**src/rtl/reg_wb_ctrl.sv**
```systemverilog
// Register-file write-back controller: ALU-priority write arbitration, a small
// load-result queue, and a pending-write scoreboard. Optional bypass: WB_BYPASS_EN.
module reg_wb_ctrl #(
  parameter int LDQ_DEPTH = 2
) (
  input  logic                         clk,
  input  logic                         rst_n,
  input  logic                         alu_valid,
  input  logic [2:0]                   alu_rd,
  input  logic [7:0]                   alu_data,
  input  logic                         ld_valid,
  input  logic [2:0]                   ld_rd,
  input  logic [7:0]                   ld_data,
  output logic                         ld_ready,
  input  logic                         iss_valid,
  input  logic [2:0]                   iss_rd,
  input  logic [2:0]                   rd_addr_a,
  input  logic [2:0]                   rd_addr_b,
  output logic                         busy_a,
  output logic                         busy_b,
  output logic                         fwd_a_valid,
  output logic [7:0]                   fwd_a_data,
  output logic                         fwd_b_valid,
  output logic [7:0]                   fwd_b_data,
  output logic                         wr_en,
  output logic [2:0]                   wr_addr,
  output logic [7:0]                   wr_data,
  output logic [$clog2(LDQ_DEPTH):0]   ldq_count
);

  localparam int AW = $clog2(LDQ_DEPTH);
  localparam int CW = AW + 1;

  // Load handshake: a load transfers on a cycle where ld_valid && ld_ready.
  // ld_ready comes from the registered count only, so a full queue never
  // accepts even when it pops that same cycle. ALU results have no back-pressure.

  logic [10:0]   ldq_mem_q [LDQ_DEPTH];
  logic [AW-1:0] head_q, head_d;
  logic [AW-1:0] tail_q, tail_d;
  logic [CW-1:0] count_q, count_d;
  logic          wr_en_q, wr_en_d;
  logic [2:0]    wr_addr_q, wr_addr_d;
  logic [7:0]    wr_data_q, wr_data_d;
  logic [7:0]    pending_q, pending_d;

  logic          alu_wr;
  logic          ld_accept;
  logic          push;
  logic          pop;
  logic [10:0]   head_entry;

  assign ld_ready   = (count_q < CW'(LDQ_DEPTH));
  assign alu_wr     = alu_valid && (alu_rd != 3'd0);
  assign ld_accept  = ld_valid && ld_ready;
  // rd=0 loads complete the handshake but never occupy a slot.
  assign push       = ld_accept && (ld_rd != 3'd0);
  assign pop        = (count_q != '0) && !alu_wr;
  assign head_entry = ldq_mem_q[head_q];

  always_comb begin
    head_d    = head_q;
    tail_d    = tail_q;
    count_d   = count_q;
    wr_en_d   = 1'b0;
    wr_addr_d = wr_addr_q;
    wr_data_d = wr_data_q;
    if (alu_wr) begin
      wr_en_d   = 1'b1;
      wr_addr_d = alu_rd;
      wr_data_d = alu_data;
    end else if (pop) begin
      wr_en_d   = 1'b1;
      wr_addr_d = head_entry[10:8];
      wr_data_d = head_entry[7:0];
    end
    if (pop)  head_d = head_q + AW'(1);
    if (push) tail_d = tail_q + AW'(1);
    case ({push, pop})
      2'b10:   count_d = count_q + CW'(1);
      2'b01:   count_d = count_q - CW'(1);
      default: count_d = count_q;
    endcase
  end

  // Set beats clear when an issue and a write target the same register.
  always_comb begin
    pending_d = pending_q;
    if (wr_en_q) pending_d[wr_addr_q] = 1'b0;
    if (iss_valid && (iss_rd != 3'd0)) pending_d[iss_rd] = 1'b1;
    pending_d[0] = 1'b0;
  end

  always_ff @(posedge clk or negedge rst_n) begin
    if (!rst_n) begin
      head_q    <= '0;
      tail_q    <= '0;
      count_q   <= '0;
      wr_en_q   <= 1'b0;
      wr_addr_q <= '0;
      wr_data_q <= '0;
      pending_q <= '0;
    end else begin
      head_q    <= head_d;
      tail_q    <= tail_d;
      count_q   <= count_d;
      wr_en_q   <= wr_en_d;
      wr_addr_q <= wr_addr_d;
      wr_data_q <= wr_data_d;
      pending_q <= pending_d;
    end
  end

  always_ff @(posedge clk) begin
    if (push) ldq_mem_q[tail_q] <= {ld_rd, ld_data};
  end

  assign wr_en     = wr_en_q;
  assign wr_addr   = wr_addr_q;
  assign wr_data   = wr_data_q;
  assign ldq_count = count_q;

`ifdef WB_BYPASS_EN
  // A register being written this cycle is forwarded rather than reported busy.
  assign fwd_a_valid = wr_en_q && (wr_addr_q == rd_addr_a) && (rd_addr_a != 3'd0);
  assign fwd_b_valid = wr_en_q && (wr_addr_q == rd_addr_b) && (rd_addr_b != 3'd0);
  assign fwd_a_data  = wr_data_q;
  assign fwd_b_data  = wr_data_q;
  assign busy_a      = pending_q[rd_addr_a] && !fwd_a_valid;
  assign busy_b      = pending_q[rd_addr_b] && !fwd_b_valid;
`else
  assign fwd_a_valid = 1'b0;
  assign fwd_b_valid = 1'b0;
  assign fwd_a_data  = 8'd0;
  assign fwd_b_data  = 8'd0;
  assign busy_a      = pending_q[rd_addr_a];
  assign busy_b      = pending_q[rd_addr_b];
`endif

endmodule
```
**config.mk**
```make
export PLATFORM = sky130hd
export DESIGN_NAME = reg_wb_ctrl
export DESIGN_NICKNAME = d
export VERILOG_FILES = /design/src/rtl/reg_wb_ctrl.sv
export SDC_FILE = /design/constraint.sdc
export NUM_CORES = 1
export LEC_CHECK = 0
export ABC_AREA = 1
export CAP_MARGIN = 20
export CORE_ASPECT_RATIO = 0.5
export CORE_MARGIN = 2
export CORE_UTILIZATION = 46
export CTS_CLUSTER_SIZE = 16
export DETAILED_ROUTE_END_ITERATION = 6
export HOLD_SLACK_MARGIN = 0.15
export PLACE_DENSITY = 0.92
export REMOVE_ABC_BUFFERS = 1
export SLEW_MARGIN = 15
export SYNTH_ARGS = -nofsm -noshare
export SYNTH_HDL_FRONTEND = slang
export SYNTH_SLANG_ARGS = --single-unit
```
**constraint.sdc**
```tcl
create_clock -name clk -period 2 [get_ports clk]
set_input_delay 0.6 -clock clk [delete_from_list [all_inputs] [get_ports clk]]
set_output_delay 0.6 -clock clk [all_outputs]
set_load 0.005 [all_outputs]
```
==> results of run 1 <==
==> cells by family after synthesis <==
family,Yosys count,synth area share [%]
AND/OR/NAND/NOR,131,25.72
adder cells (fa/ha/maj),1,0.5726
buffers and inverters,48,11.68
XOR/XNOR,2,0.8020
flip-flops,45,56.59
AO/OA/AOI/OAI,19,4.467
other,1,0.1717
==> placed cells by master (no fill, tap or decap), drive strengths merged, types with 2 or more instances in the layout <==
master and instances:
dfrtp 23, nor2 6, nand4 2, clkbuf 8, dlygate4sd2 4, buf 15, nand3 31, inv 26
edfxtp 22, nand2 91, conb 18, clkdlybuf4s50 43, a21oi 5, o21ai 13
==> final cells by class <==
| class | count | area [sq um] |
|---|---|---|
| Fill cell | 352 | 1615 |
| Sequential cell | 45 | 1236 |
| Multi-Input combinational cell | 171 | 759.5 |
| Timing Repair Buffer | 65 | 608.1 |
| Inverter | 26 | 97.59 |
| Tap cell | 66 | 82.58 |
| Clock buffer | 6 | 72.57 |
| Clock inverter | 2 | 16.27 |
==> worst max-delay path, stage by stage (launching register included) <==
cell	delay [ps]
dfrtp_1	430
inv_2	100
clkdlybuf4s50_1	500
==> synthesized netlist by cell type <==
cell and n:
o31ai_1 1, nor2_1 4, ha_1 1, inv_1 25, buf_4 19, a21oi_1 5, nor2_8 1, nand2_1 91
conb_1 1, xnor2_1 1, buf_2 3, nand4_1 2, inv_2 1, dfrtp_1 23, xor2_1 1, nand3_1 31
or2_2 1, edfxtp_1 22, nor2_4 1, o21ai_0 13
==> layer usage <==
layer | routed length, um | part of all wire, %
met1 | 1936 | 41
met5 | 0 | 0
met4 | 44 | 0.93
met3 | 203 | 4.3
met2 | 2554 | 54
==> state kept, by name, indices dropped and copies added, names as in the netlist <==
register   count
ldq_mem_q     22
wr_data        8
pending_q      7
wr_addr        3
ldq_count      2
head_q         1
tail_q         1
wr_en          1
==> final timing paths <==
kind,start,end,slack [ps],cells after the start
max reg2reg,ldq_count[0]$_DFFE_PN0P_,ldq_count[1]$_DFFE_PN0P_,370,6
min reg2reg,wr_data[6]$_DFFE_PN0P_,wr_data[6]$_DFFE_PN0P_,490,2
max,ldq_count[1]$_DFFE_PN0P_,ld_ready,60,2
min in group asynchronous,rst_n,wr_addr[0]$_DFFE_PN0P_,650,2
min,wr_data[6]$_DFFE_PN0P_,wr_data[6]$_DFFE_PN0P_,490,2
max in group asynchronous,rst_n,wr_data[0]$_DFFE_PN0P_,1120,2
==> report_power, final <==
group          switching [uW]  internal, uW
Combinational             631           579
Sequential                211          1250
Clock                     305           248
==> metrics by stage <==
step	hold slack [ps]	setup TNS (ps)	std cells	total power [uW]	setup WS (ps)
finish	490.5	0	381	3226	64.17
global route	519.0	0	381	3458	17.27
CTS	491.0	0	381	3242	7.975
detailed placement	471.8	-2923	373	2699	-637.8
global placement	452.9	-2221	373	2622	-562.2
floorplan	304.4	-38.60	242	2056	-38.60
==> metrics.csv, run 1 <==
metric,value,unit
Detailed Route Iter0 Violations,86,
# diodes,0,
area delta synth->final,31.50,%
Post-DRT Antenna Nets,0,
power density over the cells,1123,mW/mm^2
"top cells by area, synth","edfxtp_1 30%, dfrtp_1 26%, nand2_1 16%",
Fmax,516.6,MHz
critical path launch point type,flip-flop,
vias in the first global route,1855,
CTS sink count,45,
drt via density,4.769,
Final Cycle Share,96.79,%
Max Slew Vio Count,0,
maximum vdd ir drop,0.4893,mV
final wirelength,4.737,mm
M1 GR Usage,20.66,%
Cells after Synth,247,
status,"complete, no violations",
Setup crit end kind,output pin,
Worst EP arrival,1340,ps
final hold violations,0,
Final #Nets,351,
Synth top area share,30.24,%
HP Class,flip-flop to flip-flop,
Initial Util,48.68,%
grt ovf,0,
CP max FO,4,
P_leak,0.001350,uW
WL/cell,12.43,um
YS warnings,0,
"Distinct cells, synth",20,
synthesized flop and latch total,45,
initial antenna violation count,0,
chip width,101.5,um
die area,0.005350,sq mm
met2 usage,36.09,%
WP data required,1400,ps
busiest grt layer,met2,
core area,0.004488,sq mm
CTS max path bufs,2,
io pins,71,
met3 usage,4.400,%
Final Cell Area,0.002873,sq mm
final core occ,64.01,%
root buffer cell,clkbuf_8,
hold_buf cts,0,
max cap viols,0,
clk slew on worst S/H paths,90,ps
H-tree Lvls,2,
count of buffers from port buffering,52,
post-CTS resize count,16,
row count,17,
CTS buffer count,5,
post-placement cell area,0.002804,sq mm
worst clock skew,7.609,ps
RSZ-0062 raised after global routing,no,
Post-Syn Area per Cell,8.845,sq um
share of cells above drive strength 1,9.841,%
sequential share of the synthesized area,56.59,%
Setup-failing EPs final,0,
pin count of the biggest net entering global routing,24,
Vias,1817,
CTS tree,done,
Post CTS Setup Buffer Count,0,
all-layer global routing usage,19.16,%
GPL Wtd Cong,0.7410,
1st-pass router iterations,4,
clk_lat worst skew,300,ps
dpl hpwl,3.607,mm
first-pass GRT wire length,7.803,mm
critical path class,flip-flop to output pin,
DRC,0,
post-synthesis cell area,0.002185,sq mm
die height,52.73,um
"Min Clock Period, post-route",1936,ps
largest area contributor in the netlist,edfxtp_1,
Note: power is estimated with default switching activity, not from simulation.
==> inputs of run 2 (changes only) <==
==> constraint.sdc (replaced) <==
create_clock -name clk -period 2 [get_ports clk]
set_input_delay 0.4 -clock clk [delete_from_list [all_inputs] [get_ports clk]]
set_output_delay 0.4 -clock clk [all_outputs]
set_load 0.005 [all_outputs]
==> run 2 against run 1 <==
Clock skew increased by 2.8 ps. Via count shrank 2.7%. Non-clock buffer count decreased by 6. Sequential share of layout area is 0.55 points higher. Flip-flop and latch count did not move. Total power is 0.13% higher. Largest cell class unchanged.
==> metrics.csv, run 2 (synthesized netlist as in run 1, its figures left out) <==
metric,value,unit,change
slowest library cell on the worst path,clkdlybuf4s50_1,,
most frequent cells in the layout,"91 x nand2_1, 47 x clkdlybuf4s50_1, 31 x nand3_1, 25 x inv_1, 23 x dfrtp_1",,
first-pass GRT wire length,7.969,mm,+2.1%
H-tree Lvls,2,,unchanged
Comb pwr share,37.9,%,+0.4 points
WP buf/inv,2,,unchanged
"delay-heaviest family, CP",buffers and inverters,,
Final Cycle Share,94.44,%,-2.4 points
Max Slew Vio Count,0,,unchanged
Final WS setup,111.2,ps,+47.03 ps
Final #Nets,345,,-1.7%
initial antenna violation count,0,,unchanged
"reg-to-reg slack, setup",400,ps,+30 ps
CTS max path bufs,2,,unchanged
share of cells above drive strength 1,6.472,%,-3.4 points
Layout Cells excl Fill,375,,-1.6%
Sequential Power Share,45.2,%,about the same
"Min Clock Period, post-route",1889,ps,-47.03 ps
Pwr Total,3230,uW,+0.13%
HP Class,input port to asynchronous set/reset pin,,
area delta synth->final,29.84,%,
critical path launch point type,flip-flop,,
final wirelength,4.893,mm,+3.3%
drt via density,4.715,,-1.1%
power density over the cells,1139,mW/mm^2,+1.4%
io pins,71,,unchanged
Cell Int Power,2085,uW,+0.29%
WL/cell,13.05,um,+4.9%
CTS tree,done,,
Worst EP arrival,1490,ps,+150 ps
Setup crit end kind,output pin,,
Psw,1145,uW,-0.16%
worst-case reg-to-reg path depth,6,,unchanged
worst setup path startpoint,pending_q[7]$_DFF_PN0_,,
die area,0.005350,sq mm,unchanged
WP depth,7,,+5
Net Sw Frac,35.45,%,-0.10 points
clock power share,17.0,%,about the same
GPL Wtd Cong,0.7408,,about the same
P_leak,0.001320,uW,-2.2%
crit path to,busy_b,,
count of buffers from port buffering,52,,unchanged
RSZ-0062 raised after global routing,no,,
"Critical Path, Cell by Cell",inv_1 > nand2_1 > nand3_1 > nand2_1 > nand2_1 > nand2_1 > clkdlybuf4s50_1,,
Vias,1768,,-2.7%
worst r2r src,ldq_count[0]$_DFFE_PN0P_,,
chip width,101.5,um,unchanged
Post-DRT Antenna Nets,0,,unchanged
worst clock skew,10.38,ps,+2.771 ps
die height,52.73,um,unchanged
placed cells,365,,-2.1%
1st-pass router iterations,4,,unchanged
WP data required,1600,ps,+200 ps
max cap viols,0,,unchanged
"commonest non-fill, non-tap cell in the layout",nand2_1,,
core area,0.004488,sq mm,unchanged
"slowest stage delay, CP",490,ps,about the same
# diodes,0,,unchanged
Most Frequent Cell on Critical Path,nand2_1,,
Setup-failing EPs final,0,,unchanged
row count,17,,unchanged
clk_lat worst skew,300,ps,about the same
CTS buffer count,5,,unchanged
all-layer global routing usage,19.71,%,+0.55 points
Initial Util,48.68,%,unchanged
CP max FO,2,,-2
Biggest register,ldq_mem_q,,
maximum vdd ir drop,0.4136,mV,-15%
RR Endpoint,ldq_count[1]$_DFFE_PN0P_,,
DRC,0,,unchanged
pin count of the biggest net entering global routing,24,,unchanged
final hold violations,0,,unchanged
grt ovf,0,,unchanged
critical path class,flip-flop to output pin,,
vias in the first global route,1732,,-6.6%
status,"complete, no violations",,
CTS sink count,45,,unchanged
clk slew on worst S/H paths,90,ps,about the same
Hold WS,448.6,ps,-41.86 ps
Largest register FFs,22,,unchanged
Fmax,529.4,MHz,+2.5%
dpl hpwl,3.708,mm,+2.8%
Post-Place Worst Slack,-239.2,ps,+398.5 ps
Detailed Route Iter0 Violations,120,,+40%
root buffer cell,clkbuf_8,,
[run 2: cell types whose count changed in the layout (fill, tap and decap cells not counted), moves of 2 or more]
| cell | change |
|---|---|
| dlygate4sd2_1 | -2 |
| clkdlybuf4s50_1 | +4 |
| inv_2 | -2 |
| inv_1 | +2 |
| buf_2 | -2 |
| buf_4 | -6 |
[run 2: worst min path at each step]
stage / depth (start not counted) / end / slack [ps] / from
2_1_floorplan: 0 / head_q$_DFFE_PN0P_ / 100 / rst_n
3_3_place_gp: 2 / tail_q$_DFFE_PN0N_ / 450 / tail_q$_DFFE_PN0N_
3_5_place_dp: 2 / wr_data[7]$_DFFE_PN0P_ / 480 / wr_data[7]$_DFFE_PN0P_
4_1_cts: 2 / ldq_count[1]$_DFFE_PN0P_ / 440 / rst_n
5_1_grt: 2 / head_q$_DFFE_PN0P_ / 460 / rst_n
6_report: 2 / ldq_count[0]$_DFFE_PN0P_ / 450 / rst_n
[run 2: layout make-up]
cell class              count  area (sq um)
repair buffers             59         575.6
inverters                  26         97.59
well taps                  66         82.58
clock inverters             2         15.01
clock buffers               6         72.57
flip-flops and latches     45          1236
multi-input cells         171         757.0
fillers                   370          1652
[run 2: timing repair]
item | in CTS | in global routing
setup endpoints to repair | 2 | 2
hold buffers | 0 | 0
setup buffers | 0 | 2
gates resized for setup | 4 | 5
[run 2: power groups by stage]
stage / clock [uW] / combinational, uW / sequential (uW)
4_1_cts: 565 / 1200 / 1460
5_1_grt: 588 / 1390 / 1490
6_report: 548 / 1220 / 1460
3_5_place_dp: 0 / 1200 / 1480
2_1_floorplan: 0 / 624 / 1430
3_3_place_gp: 0 / 1130 / 1460
[run 2: layer usage]
metal	GRT usage, %	part of all wire (%)	wire length, um	vias up
met5	0	0	0	-
met4	6.982	1.4	68	0
met3	4.133	5.3	261	9
met2	36.98	54	2621	56
met1	22.67	40	1942	820
li1	-	-	-	883
[run 2: through the flow]
step / instance area (sq um) / util [%] / setup TNS, ps
after floorplan: 2091 / - / 0
after global placement: 2744 / 61.14 / -318.1
after detailed placement: 2744 / 61.14 / -505.3
after CTS: 2826 / 62.98 / 0
after global routing: 2836 / 63.20 / 0
final: 2836 / 63.20 / 0
[run 2: worst register-to-register path: cells and delay by family, from the launching register on]
kind	cells	cell delay (ps)
xor gates and xnor gates	1	150
adders and majority gates	1	220
DFF	1	450
and+or+nand+nor	4	700
